[src/rtl/fp32pe_feeder_pkg.sv]
// Shared vector-ALU package for the FP32 PE feeder.
// Holds the default lane count, the FP32 +0.0 pattern, the beat counter width
// and the feeder FSM state encoding.
package fp32pe_feeder_pkg;

    localparam int unsigned VALU_LANES = 8;
    localparam logic [31:0] FP32_ZERO  = 32'h0000_0000;
    localparam int unsigned BEAT_W     = 14;

    // FSM state encoding, kept as plain constants for legacy tools.
    localparam logic [2:0] ST_IDLE   = 3'd0;
    localparam logic [2:0] ST_CLEAR  = 3'd1;
    localparam logic [2:0] ST_STREAM = 3'd2;
    localparam logic [2:0] ST_DRAIN  = 3'd3;
    localparam logic [2:0] ST_DONE   = 3'd4;

endpackage

[src/rtl/fp32_lane_mask.sv]
// Combinational lane mask: lanes with index >= live are replaced by FP32 +0.0,
// lanes below live pass through bit-exact.
// Ports:
//   data   - packed FP32 lanes in, lane k at [32k+31:32k]
//   live   - number of live lanes, counted from lane 0
//   masked - data with the dead lanes zeroed
module fp32_lane_mask
    import fp32pe_feeder_pkg::*;
#(
    parameter int unsigned LANES  = VALU_LANES,
    parameter int unsigned LIVE_W = $clog2(LANES + 1)
) (
    input  logic [32*LANES-1:0] data,
    input  logic [LIVE_W-1:0]   live,
    output logic [32*LANES-1:0] masked
);

    for (genvar k = 0; k < LANES; k++) begin : g_lane
        assign masked[32*k +: 32] = (live > LIVE_W'(k)) ? data[32*k +: 32] : FP32_ZERO;
    end

endmodule

[src/rtl/fp32pe_feeder.sv]
// Operand feeder for an external FP32 dot-product PE.
// A job clears the PE accumulator, streams ceil(len/LANES) operand beats
// (zeroing dead lanes of a partial final beat and idle stall cycles), then
// drives zeros while the PE pipeline drains and pulses done.
// Ports:
//   clk, rst           - clock, asynchronous active-high reset
//   start, len         - job request and length in elements (sampled in IDLE)
//   in_valid/in_ready  - operand beat handshake
//   in_a, in_b         - packed FP32 operand lanes
//   pe_a, pe_b, pe_clr - registered lanes and accumulator clear to the PE
//   busy, done         - job in progress, one-cycle completion pulse
module fp32pe_feeder
    import fp32pe_feeder_pkg::*;
#(
    parameter int unsigned LANES     = VALU_LANES,
    parameter int unsigned CLR_CYC   = 2,
    parameter int unsigned DRAIN_CYC = 24
) (
    input  logic                clk,
    input  logic                rst,
    input  logic                start,
    input  logic [15:0]         len,
    input  logic                in_valid,
    output logic                in_ready,
    input  logic [32*LANES-1:0] in_a,
    input  logic [32*LANES-1:0] in_b,
    output logic [32*LANES-1:0] pe_a,
    output logic [32*LANES-1:0] pe_b,
    output logic                pe_clr,
    output logic                busy,
    output logic                done
);

    localparam int unsigned LIVE_W     = $clog2(LANES + 1);
    localparam logic [15:0] CLR_LAST   = 16'(CLR_CYC - 1);
    localparam logic [15:0] DRAIN_LAST = 16'(DRAIN_CYC - 1);
    localparam logic [32*LANES-1:0] LANES_ZERO = {LANES{FP32_ZERO}};

    logic [2:0]          state_q, state_d;
    logic [BEAT_W-1:0]   beats_q, beats_d;
    logic [LIVE_W-1:0]   rem_q, rem_d;
    logic [15:0]         cyc_q, cyc_d;
    logic [32*LANES-1:0] pe_a_q, pe_a_d, pe_b_q, pe_b_d;
    logic                pe_clr_q, pe_clr_d;
    logic [LIVE_W-1:0]   live;
    logic [32*LANES-1:0] masked_a, masked_b;
    logic                accept;

    assign in_ready = (state_q == ST_STREAM);
    assign accept   = in_ready & in_valid;
    assign busy     = (state_q != ST_IDLE);
    assign done     = (state_q == ST_DONE);
    assign pe_a     = pe_a_q;
    assign pe_b     = pe_b_q;
    assign pe_clr   = pe_clr_q;

    // Only the last beat of a job whose length is not a lane multiple is partial.
    assign live = (beats_q == BEAT_W'(1) && rem_q != '0) ? rem_q : LIVE_W'(LANES);

    fp32_lane_mask #(
        .LANES  (LANES),
        .LIVE_W (LIVE_W)
    ) u_mask_a (
        .data   (in_a),
        .live   (live),
        .masked (masked_a)
    );

    fp32_lane_mask #(
        .LANES  (LANES),
        .LIVE_W (LIVE_W)
    ) u_mask_b (
        .data   (in_b),
        .live   (live),
        .masked (masked_b)
    );

    always_comb begin
        state_d = state_q;
        beats_d = beats_q;
        rem_d   = rem_q;
        cyc_d   = cyc_q;
        case (state_q)
            ST_IDLE: begin
                if (start) begin
                    state_d = ST_CLEAR;
                    beats_d = BEAT_W'((32'(len) + LANES - 1) / LANES);
                    rem_d   = LIVE_W'(32'(len) % LANES);
                    cyc_d   = '0;
                end
            end
            ST_CLEAR: begin
                if (cyc_q == CLR_LAST) begin
                    cyc_d   = '0;
                    // A zero-length job has no beats: go straight to draining.
                    state_d = (beats_q != '0) ? ST_STREAM : ST_DRAIN;
                end else begin
                    cyc_d = cyc_q + 16'd1;
                end
            end
            ST_STREAM: begin
                if (in_valid) begin
                    beats_d = beats_q - BEAT_W'(1);
                    if (beats_q == BEAT_W'(1)) begin
                        state_d = ST_DRAIN;
                        cyc_d   = '0;
                    end
                end
            end
            ST_DRAIN: begin
                if (cyc_q == DRAIN_LAST) begin
                    cyc_d   = '0;
                    state_d = ST_DONE;
                end else begin
                    cyc_d = cyc_q + 16'd1;
                end
            end
            ST_DONE: begin
                state_d = ST_IDLE;
            end
            default: begin
                state_d = ST_IDLE;
            end
        endcase
    end

    // The PE accumulates every cycle, so anything but an accepted beat feeds zeros.
    always_comb begin
        pe_a_d   = accept ? masked_a : LANES_ZERO;
        pe_b_d   = accept ? masked_b : LANES_ZERO;
        pe_clr_d = (state_d == ST_CLEAR);
    end

    always_ff @(posedge clk or posedge rst) begin
        if (rst) begin
            state_q  <= ST_IDLE;
            beats_q  <= '0;
            rem_q    <= '0;
            cyc_q    <= '0;
            pe_a_q   <= LANES_ZERO;
            pe_b_q   <= LANES_ZERO;
            // Hold the PE in clear until the first edge after reset release.
            pe_clr_q <= 1'b1;
        end else begin
            state_q  <= state_d;
            beats_q  <= beats_d;
            rem_q    <= rem_d;
            cyc_q    <= cyc_d;
            pe_a_q   <= pe_a_d;
            pe_b_q   <= pe_b_d;
            pe_clr_q <= pe_clr_d;
        end
    end

endmodule

[config.mk]
export PLATFORM = sky130hd
export DESIGN_NAME = fp32pe_feeder
export DESIGN_NICKNAME = d
export VERILOG_FILES = /design/src/rtl/fp32pe_feeder_pkg.sv /design/src/rtl/fp32_lane_mask.sv /design/src/rtl/fp32pe_feeder.sv
export SDC_FILE = /design/constraint.sdc
export NUM_CORES = 1
export LEC_CHECK = 0
export ABC_AREA = 1
export CAP_MARGIN = 15
export CORE_AREA = 3 3 402 404
export DETAILED_ROUTE_END_ITERATION = 10
export DIE_AREA = 0 0 405 407
export GPL_TIMING_DRIVEN = 0
export PLACE_DENSITY_LB_ADDON = 0.08
export SYNTH_ARGS = -nofsm -noshare
export SYNTH_HDL_FRONTEND = slang
export SYNTH_SLANG_ARGS = --single-unit
[constraint.sdc]
create_clock -name clk -period 20.3 [get_ports clk]
set_input_delay 2.03 -clock clk [delete_from_list [all_inputs] [get_ports clk]]
set_output_delay 2.03 -clock clk [all_outputs]
set_load 0.005 [all_outputs]
======== Yosys cells after proc, flatten, opt, wreduce, memory -nomap -nowiden ========
Cells that the tools add are included.
storage, ports and cells
  register bits ........................... 549
  bits of input ports ..................... 532
  output and inout bits ................... 516
  logic and storage cells ................. 76
operators by class
  add/subtract/negate cells ............... 4
  order comparisons ....................... 8
  eq/ne operators ......................... 11
  mux-type cells .......................... 35
  bitwise operators ....................... 1
  reduce and logical (&&, ||, !) cells .... 10
operator list
  cell                   number
  $mux 256               2
  $mux 32                16
  $mux 16                5
  $pmux 16 s4            1
  $mux 14                2
  $pmux 14 s2            1
  $add 16x4->17 const B  1
  $sub 17x1->17 const B  1
  $add 16x1->16 const B  1
  $eq 16x1->1 const B    1
  $eq 16x5->1 const B    1
  $gt 4x3->1 const B     4
  $mux 3                 5
  $eq 14x1->1 const B    1
  $reduce_bool 14->1     1
  $sub 14x1->14 const B  1
  $pmux 3 s4             1
  $gt 4x1->1 const B     2
  $gt 4x2->1 const B     2
  $reduce_bool 4->1      2
  $eq 3x1->1 const B     2
  $eq 3x2->1 const B     2
  $mux 4                 1
  $ne 2x2->1 const B     2
  other kinds (11)       11

======== Depth between registers and ports, before layout ========
Gate-level depths: netlist (run 1).
  depth after elaboration ................. 6
  gate-level depth with buffers ........... 11
  depth with buffers taken out ............ 11

======== By module ========
From an unflattened synthesis (run 1), not the netlist that was laid out.
second synthesis, totals
  cell total of the unflattened synthesis .. 3142
  area total of the unflattened synthesis .. 24448.4 um^2
by module, submodules not included
  module          times used  cells each  area each (um^2)  sequential area each (um^2)
  fp32pe_feeder   1           2032        19741.4           13739.4
  fp32_lane_mask  2           555         2353.5            0.0

======== Least setup slack after synthesis (run 1) ========
Ideal clock, no wire load.
  kind .................................... flip-flop to output port
  start ................................... reg state_q[2]
  end ..................................... out in_ready
  data arrival time ....................... 1011 ps
  data required time ...................... 18270 ps
  path slack .............................. 17259 ps
  stages on the path, launching flop included .. 5
  buffers on the path ..................... 1
  cells stage by stage .................... dfrtp_1 -> nor2_2 -> nand2_2 -> clkinv_2 -> clkbuf_1
on the way
  longest elaborated chain between the ends .. 1
ends and longest elaborated chain
  element                   line                  RTL
  start: declaration        fp32pe_feeder.sv:39   logic [2:0] state_q, state_d;
  start signal: assignment  fp32pe_feeder.sv:145  state_q <= state_d;
  $eq 3x2->1                fp32pe_feeder.sv:49   assign in_ready = (state_q == ST_STREAM);
  end: declaration          fp32pe_feeder.sv:24   output logic in_ready,
No other way between the ends.

======== Worst setup path after layout (run 1) ========
Ends and elaborated chain as after synthesis.

==> results.sh, run 1 <==
export IMPL_worstSetupPathType="flop to primary output"
export IMPL_clock_sinks=549
export IMPL_postSynthRegisterBits=549
export IMPL_dr_pass1_iters=5
export IMPL_globalRouteOverflowTotal=0
export IMPL_grt_use_total_pct=14.7
export IMPL_setup_viol=0
export IMPL_ys_seq_area_share_pct=66.7
export IMPL_hold_start="cyc_q[1]$_DFFE_PP0P_"
export IMPL_cts_resized_gates=0
export IMPL_synth_area_per_cell_um2=9.21
export IMPL_regArea_um2=13700
export IMPL_synthesis_area_um2=20600
export IMPL_power_per_cell_area_nw_per_um2=101
export IMPL_reg2reg_to="pe_a[111]$_DFF_PP0_"
export IMPL_async_reset_ff_share_pct=100
export IMPL_io_pin_count=1048
export IMPL_drt_initial_drc_count=837
export IMPL_vdd_ir_drop_max_mv=0.0531
export IMPL_whs_endpoint="cyc_q[1]$_DFFE_PP0P_"
export IMPL_cp_max_fo=10
export IMPL_worst_pin_slew_ns=0.953
export IMPL_synth_distinct_cells=37
export IMPL_finalHoldViolations=0
export IMPL_arrival_ns=2.65
export IMPL_fp_dieArea_um2=165000
export IMPL_multiInputGateArea_um2=5320
export IMPL_maxSlewHeadroom_pct=36.3
export IMPL_fp_row_count=146
export IMPL_synth_edf_count=0
export IMPL_tritoncts="done"
export IMPL_drive_gt1_share_pct=6.01
export IMPL_hold_path_depth=2
export IMPL_rrSetupSlack_ns=17.49
export IMPL_dpl_hpwl_um=101000
export IMPL_syn_to_final_growth_pct=76.9
export IMPL_cts_root_buffer="clkbuf_16"
export IMPL_grt_pass1_wl_um=167000
export IMPL_hp_class="flop to flop"
export IMPL_syn_nets=2772
export IMPL_post_place_cells=5359
export IMPL_fillers=17400
export IMPL_final_setup_tns_ns=0
export IMPL_max_freq_ghz=0.214
export IMPL_synthesis_instances=2235
export IMPL_stdcell_count=5521
export IMPL_cp_end_kind="primary output"
export IMPL_routed_wl_um=125000
export IMPL_final_nets=3905
export IMPL_cp_required_ns=18.27
export IMPL_cap_violations=0
export IMPL_drc_errors=0
export IMPL_postCtsHoldBufs=0
export IMPL_routedWlPerCell_um=22.7
export IMPL_clock_latency_ns=0.66
export IMPL_clk_pin_slew_ns=0.06
export IMPL_cts_buffers=79
export IMPL_postRouteAntennaNets=0
export IMPL_cts_setup_buffers=0
export IMPL_die_h_um=407
export IMPL_fp_dieW_um=405
export IMPL_critPathLaunchType="flop"
export IMPL_place_congestion=0.769
export IMPL_htreeDepth=3
export IMPL_cp_startpoint="state_q[2]$_DFF_PP0_"
export IMPL_viasPerCell=3.39
export IMPL_io_buffers=1047
export IMPL_clockBufferDepth=3
export IMPL_period_share_pct=23.0
export IMPL_coreArea_um2=158000
export IMPL_slew_viol_final=0
export IMPL_rr_startpoint="beats_q[2]$_DFFE_PP0P_"
export IMPL_status="completed"
export IMPL_p_leak_nw=17.3
export IMPL_antenna_found_initial=47
export IMPL_grt_pass1_vias=19500
export IMPL_vias=18700
export IMPL_synth_yosys_warnings=0
export IMPL_synth_ff_type="dfrtp_1"
export IMPL_grt_max_degree=101
export IMPL_rsz0062_at_grt="no"
export IMPL_r2r_cells=9
export IMPL_initial_core_util_pct=13.0
export IMPL_min_period_ns=4.68
export IMPL_final_setup_skew_ns=0.0491
[cell type report]
type                    instances  share of cell area [%]
well taps                    2072                    7.11
clock buffers                 123                    6.43
inverters                     256                    2.66
repair buffers               1052                    29.1
plain buffers                 107                    1.57
flip-flops and latches        549                    37.7
clock inverters                18                   0.632
diodes                         21                   0.144
multi-input cells            1323                    14.6
[metal layers]
metal | routed length (um) | track usage [%]
met1 | 44800 | 15.1
met2 | 65100 | 26.4
met3 | 11100 | 6.38
met4 | 3910 | 5.22
met5 | 227 | 0
[state kept, by name (all words and copies together), names as in the netlist]
name     flops
cyc_q       16
beats_q     14
pe_clr       1
pe_a       256
pe_b       256
rem_q        3
state_q      3
[metrics by stage]
step / hold WS [ns] / instance area (um2) / total power [mW] / util (%) / setup slack (ns)
global placement: 0.523 / 33700 / 2.35 / 21.3 / -8.29
finish: 0.546 / 36400 / 3.68 / 23.0 / 15.62
global route: 0.576 / 36400 / 3.90 / 23.0 / 15.39
CTS: 0.547 / 36400 / 3.79 / 23.0 / 15.45
detailed placement: 0.530 / 33800 / 2.34 / 21.4 / 15.71
floorplan: 0.488 / 20600 / 1.67 / - / 2.92
[where the power goes]
part / internal [mW] / leakage [nW] / switching (mW)
Sequential: 1.26 / 7.50 / 0.0623
Combinational: 0.450 / 8.53 / 0.515
Clock: 0.833 / 1.26 / 0.562
[placed cells by master, fill, tap and decap left out, types with 11 or more instances in the layout]
cell type / count
clkbuf_16: 80
inv_1: 251
o21ai_0: 20
dfrtp_1: 548
nor2_1: 577
nand2_1: 602
diode_2: 21
buf_2: 36
clkbuf_1: 62
nand3_1: 49
buf_4: 19
clkdlybuf4s50_1: 1047
nand4_1: 11
clkbuf_8: 18
[cell families (layout without fill, tap and decap cells)]
| group | after synthesis | after routing | share of synthesized area (%) |
|---|---|---|---|
| simple gates | 1265 | 1265 | 23.9 |
| other cells | 0 | 21 | 0 |
| fa+ha+maj | 5 | 5 | 0.304 |
| xor+xnor | 5 | 5 | 0.213 |
| compound gates | 48 | 48 | 1.41 |
| flops | 549 | 549 | 66.7 |
| buf+inv | 363 | 1556 | 7.44 |
[worst max path at each step]
stage / endpoint / slack, ns / cells after the start
3_3_place_gp: beats_q[2]$_DFFE_PP0P_ / -8.29 / 2
6_report: in_ready / 15.62 / 5
2_1_floorplan: beats_q[0]$_DFFE_PP0P_ / 2.92 / 1
5_1_grt: in_ready / 15.39 / 5
3_5_place_dp: pe_b[216]$_DFF_PP0_ / 15.71 / 8
4_1_cts: in_ready / 15.45 / 5
[critical path, stage by stage (launching register included)]
cell	delay [ns]
dfrtp_1	0.42
nor2_2	0.15
nand2_2	0.14
clkinv_2	0.20
clkbuf_1	0.49
clkdlybuf4s50_1	0.62
[synthesized netlist by cell type, types with 3 or more instances]
master / number / area [um2]
a21oi_1: 8 / 40.0
clkbuf_1: 37 / 139
buf_4: 19 / 143
o21bai_1: 3 / 22.5
nor2_4: 3 / 33.8
inv_1: 252 / 946
nand4_1: 11 / 68.8
buf_2: 36 / 180
buf_6: 7 / 78.8
nand3_1: 49 / 245
xor2_1: 3 / 26.3
nor2_2: 5 / 31.3
nand3b_1: 6 / 45.0
o211ai_1: 9 / 67.6
ha_1: 5 / 62.6
nand2_2: 6 / 37.5
nand2_1: 602 / 2260
o21ai_0: 20 / 100
buf_1: 8 / 30.0
nor2_1: 577 / 2170
dfrtp_1: 548 / 13700
nor3_1: 3 / 15.0
No activity file was read; power rests on OpenSTA's default activity.
==> inputs of run 2 (changes only) <==
CORE_AREA = 3 3 412 414   (was 3 3 402 404)
DIE_AREA = 0 0 415 417   (was 0 0 405 407)
clock period = 4.3 ns   (was 20.3 ns; I/O delays follow)
==> results.sh, run 2 (synthesis results as in run 1) <==
export IMPL_cp_max_fo=10
export IMPL_viasPerCell=3.31
export IMPL_io_buffers=1047
export IMPL_rrSetupSlack_ns=1.58
export IMPL_period_share_pct=72.8
export IMPL_cts_resized_gates=0
export IMPL_syn_to_final_growth_pct=79.8
export IMPL_cts_setup_buffers=0
export IMPL_layout_common_cells="clkdlybuf4s50_1, nand2_1, nor2_1, dfrtp_1, inv_1"
export IMPL_rsz0062_at_grt="no"
export IMPL_setup_viol=0
export IMPL_stdcell_area_um2=37000
export IMPL_globalRouteOverflowTotal=0
export IMPL_cp_required_ns=3.87
export IMPL_setup_slack_ns=1.17
export IMPL_io_pin_count=1048
export IMPL_clock_sinks=549
export IMPL_cp_num_buf_inv=3
export IMPL_r2r_cells=10
export IMPL_hp_class="input port to async pin"
export IMPL_worst_pin_slew_ns=0.969
export IMPL_antenna_found_initial=46
export IMPL_postRouteAntennaNets=0
export IMPL_seq_power_share_pct=34.5
export IMPL_grt_max_degree=36
export IMPL_routedWlPerCell_um=23.7
export IMPL_final_setup_tns_ns=0
export IMPL_max_freq_ghz=0.320
export IMPL_clk_pin_slew_ns=0.05
export IMPL_coreArea_um2=167000
export IMPL_vdd_ir_drop_max_mv=0.277
export IMPL_cp_end_kind="primary output"
export IMPL_fp_dieW_um=415
export IMPL_postCtsHoldBufs=0
export IMPL_finalHoldViolations=0
export IMPL_place_congestion=0.820
export IMPL_place_area_um2=34200
export IMPL_final_setup_skew_ns=0.0404
export IMPL_p_leak_nw=17.5
export IMPL_crit_slowest_cell="clkdlybuf4s50_1"
export IMPL_reg2reg_to="pe_b[247]$_DFF_PP0_"
export IMPL_initial_core_util_pct=12.4
export IMPL_fp_row_count=150
export IMPL_slew_viol_final=0
export IMPL_tritoncts="done"
export IMPL_switchingPower_mw=5.61
export IMPL_htreeDepth=3
export IMPL_final_nets=3920
export IMPL_switching_share_pct=31.1
export IMPL_grt_use_total_pct=15.1
export IMPL_routed_wl_um=134000
export IMPL_maxSlewHeadroom_pct=35.4
export IMPL_cts_root_buffer="clkbuf_16"
export IMPL_slowest_delay_ns=0.62
export IMPL_cap_violations=0
export IMPL_die_h_um=417
export IMPL_combPwrFrac_pct=25.7
export IMPL_fin_hold_ws_ns=0.221
export IMPL_grt_pass1_wl_um=179000
export IMPL_status="completed"
export IMPL_clockBufferDepth=3
export IMPL_rr_startpoint="state_q[2]$_DFF_PP0_"
export IMPL_cts_buffers=81
export IMPL_drive_gt1_share_pct=6.68
export IMPL_worstPathCellList="nor2_2 > nand2_2 > clkinv_2 > clkbuf_1 > clkdlybuf4s50_1"
export IMPL_clkPwrFrac_pct=39.8
export IMPL_dpl_worst_slack_ns=0.824
export IMPL_layout_commonest_cell="clkdlybuf4s50_1"
export IMPL_arrival_ns=2.70
export IMPL_drt_initial_drc_count=948
export IMPL_min_period_ns=3.13
export IMPL_cp_top_family="buffers and inverters"
export IMPL_dpl_hpwl_um=110000
export IMPL_clock_latency_ns=0.69
export IMPL_vias=18700
export IMPL_power_per_cell_area_nw_per_um2=488
export IMPL_fillers=18400
export IMPL_dr_pass1_iters=5
export IMPL_worstSetupPathType="flop to primary output"
export IMPL_critPathLaunchType="flop"
export IMPL_intPower_mw=12.4
export IMPL_fp_dieArea_um2=173000
export IMPL_drc_errors=0
export IMPL_grt_pass1_vias=19500
run 2: layer usage:
layer  global-route usage (%)  share of wire [%]
met1                     17.0                 39
met2                     27.6                 52
met3                     4.92                7.2
met4                     3.31                2.0
met5                        0              0.021
run 2: worst max path at each step:
stage	startpoint	end	slack (ns)	depth (start not counted)
2_1_floorplan	rst	beats_q[0]$_DFFE_PP0P_	-3.60	1
3_3_place_gp	rst	pe_b[23]$_DFF_PP0_	-9.70	2
6_report	state_q[2]$_DFF_PP0_	in_ready	1.17	5
4_1_cts	state_q[2]$_DFF_PP0_	in_ready	1.05	5
3_5_place_dp	rst	pe_b[23]$_DFF_PP0_	0.82	10
5_1_grt	state_q[2]$_DFF_PP0_	in_ready	1.0	5
run 2: layout make-up:
| class | count | area, um2 | area share (%) |
|---|---|---|---|
| plain buffers | 107 | 571 | 1.54 |
| clock buffers | 121 | 2410 | 6.50 |
| diodes | 7 | 17.5 | 0.0473 |
| inverters | 256 | 966 | 2.61 |
| multi-input cells | 1323 | 5320 | 14.4 |
| flip-flops and latches | 549 | 13700 | 37.1 |
| clock inverters | 24 | 410 | 1.11 |
| well taps | 2204 | 2760 | 7.45 |
| repair buffers | 1065 | 10800 | 29.3 |
run 2: power groups by stage:
stage          Clock, mW  Sequential (mW)  Combinational (mW)
3_5_place_dp           0             6.32                4.80
3_3_place_gp           0             6.35                4.81
4_1_cts             7.51             6.23                4.82
6_report            7.19             6.23                4.64
2_1_floorplan          0             6.38                1.51
5_1_grt             7.69             6.31                5.12
run 2: stage by stage:
step           power, mW  cells  util (%)
2_1_floorplan       7.90   2235         -
3_3_place_gp        11.2   5486      20.3
3_5_place_dp        11.1   5504      20.5
4_1_cts             18.6   5649      22.2
5_1_grt             19.1   5650      22.2
6_report            18.1   5656      22.2
==> inputs of run 3 (changes only) <==
CORE_AREA = 3 3 402 404   (was 3 3 412 414)
DIE_AREA = 0 0 405 407   (was 0 0 415 417)
clock period = 3.06 ns   (was 4.3 ns; I/O delays follow)
==> results.sh, run 3 (synthesis results as in run 1) <==
export IMPL_status="completed"
export IMPL_cp_required_ns=3.62
export IMPL_cts_root_buffer="clkbuf_16"
export IMPL_layout_commonest_cell="clkdlybuf4s50_1"
export IMPL_clockBufferDepth=3
export IMPL_worst_pin_slew_ns=0.799
export IMPL_vdd_ir_drop_max_mv=0.349
export IMPL_final_setup_skew_ns=0.0441
export IMPL_cts_buffers=79
export IMPL_layout_common_cells="clkdlybuf4s50_1, nand2_1, nor2_1, dfrtp_1, inv_1"
export IMPL_htreeDepth=3
export IMPL_grt_max_degree=36
export IMPL_clk_pin_slew_ns=0.06
export IMPL_fp_dieArea_um2=165000
export IMPL_clkPwrFrac_pct=38.3
export IMPL_crit_slowest_cell="clkbuf_1"
export IMPL_seq_power_share_pct=35.7
export IMPL_io_pin_count=1048
export IMPL_fp_row_count=146
export IMPL_cp_max_fo=17
export IMPL_slowest_delay_ns=0.60
export IMPL_initial_core_util_pct=13.0
export IMPL_grt_use_total_pct=14.3
export IMPL_cts_setup_buffers=0
export IMPL_combPwrFrac_pct=26.0
export IMPL_die_h_um=407
export IMPL_globalRouteOverflowTotal=0
export IMPL_cp_startpoint="state_q[2]$_DFF_PP0_"
export IMPL_drive_gt1_share_pct=6.45
export IMPL_tritoncts="done"
export IMPL_io_buffers=1047
export IMPL_finalHoldViolations=0
export IMPL_arrival_ns=3.24
export IMPL_slew_viol_final=0
export IMPL_drt_initial_drc_count=812
export IMPL_switchingPower_mw=7.58
export IMPL_setup_viol=0
export IMPL_maxSlewHeadroom_pct=46.7
export IMPL_cap_violations=0
export IMPL_fp_dieW_um=405
export IMPL_syn_to_final_growth_pct=78.1
export IMPL_worstSetupPathType="flop to flop"
export IMPL_hold_start="in_b[23]"
export IMPL_worstPathCellList="nor2_2 > nand2_2 > clkinv_2 > nand2_4 > inv_2 > buf_4 > clkbuf_1 > nand2_1 > nor2_1"
export IMPL_report_power_total_mw=24.5
export IMPL_min_period_ns=2.68
export IMPL_coreArea_um2=158000
export IMPL_vias=18700
export IMPL_cp_top_family="buffers and inverters"
export IMPL_clock_sinks=549
export IMPL_clock_latency_ns=0.68
export IMPL_intPower_mw=16.9
export IMPL_cp_num_buf_inv=4
export IMPL_period_share_pct=87.5
export IMPL_power_per_cell_area_nw_per_um2=667
export IMPL_grt_pass1_wl_um=165000
export IMPL_max_freq_ghz=0.373
export IMPL_cp_end_kind="flop"
export IMPL_p_leak_nw=17.4
export IMPL_routedWlPerCell_um=22.1
export IMPL_final_nets=3919
export IMPL_rsz0062_at_grt="no"
export IMPL_grt_pass1_vias=19400
export IMPL_dr_pass1_iters=7
export IMPL_drc_errors=0
export IMPL_postRouteAntennaNets=0
export IMPL_rr_startpoint="state_q[2]$_DFF_PP0_"
export IMPL_critPathLaunchType="flop"
export IMPL_viasPerCell=3.38
export IMPL_routed_wl_um=122000
export IMPL_utilization_pct=23.2
export IMPL_place_congestion=0.770
export IMPL_dpl_hpwl_um=99300
export IMPL_hp_class="input port to flop"
export IMPL_switching_share_pct=31.0
export IMPL_antenna_found_initial=35
export IMPL_fin_hold_ws_ns=0.147
run 3: through the flow:
stage | setup WS (ns) | TNS [ns] | cells | area [um2]
after floorplan | -4.72 | -2586.47 | 2235 | 20600
final | 0.381 | 0 | 5524 | 36700
after global routing | 0.0781 | 0 | 5514 | 36700
after detailed placement | 0.0986 | 0 | 5373 | 34100
after global placement | -10.65 | -5772.38 | 5354 | 33700
after CTS | 0.104 | 0 | 5514 | 36700
run 3: tightest hold or removal path, stage by stage:
cell	delay [ns]
clkdlybuf4s50_1	0.40
inv_1	0.05
nor2_1	0.03
run 3: final cells by class:
type / count / area [um2]
buffer: 106 / 567
inverter: 256 / 966
antenna: 10 / 25.0
sequential: 549 / 13700
fill: 17400 / 122000
timing repair buffer: 1067 / 10900
tap: 2072 / 2590
clock buffer: 119 / 2290
clock inverter: 22 / 314
multi-input combinational: 1323 / 5330
run 3: final timing paths:
kind	slack [ns]	end	cells after the start
min in group asynchronous	0.54	pe_a[108]$_DFF_PP0_	3
max in group asynchronous	0.54	pe_b[193]$_DFF_PP0_	10
hold / removal	0.15	pe_b[23]$_DFF_PP0_	3
hold reg to reg	0.53	cyc_q[15]$_DFFE_PP0P_	2
setup / recovery	0.38	pe_a[199]$_DFF_PP0_	9
setup reg to reg	0.38	pe_a[199]$_DFF_PP0_	9
run 3: what timing repair did:
action | 4_1_cts | 5_1_grt
hold buffers | 1 | 0
pin swaps | 0 | 0
cloned | 0 | 0
endpoints found under the setup margin | 1 | 1
hold endpoints to repair | 12 | 0
resized for setup | 0 | 1
run 3: per-layer routing:
layer	GRT usage (%)	vias up	routed length, um
met5	0	-	246
met1	15.1	8977	43900
met2	26.9	618	65900
met4	2.79	34	2010
li1	-	8910	-
met3	5.67	145	10300
run 3: power by group through the flow:
stage | Clock [mW] | Sequential (mW) | Combinational [mW]
after global placement | 0 | 8.91 | 6.62
after CTS | 9.87 | 8.74 | 6.63
after global routing | 10.1 | 8.86 | 7.03
final | 9.36 | 8.73 | 6.36
after floorplan | 0 | 8.97 | 2.13
after detailed placement | 0 | 8.87 | 6.61
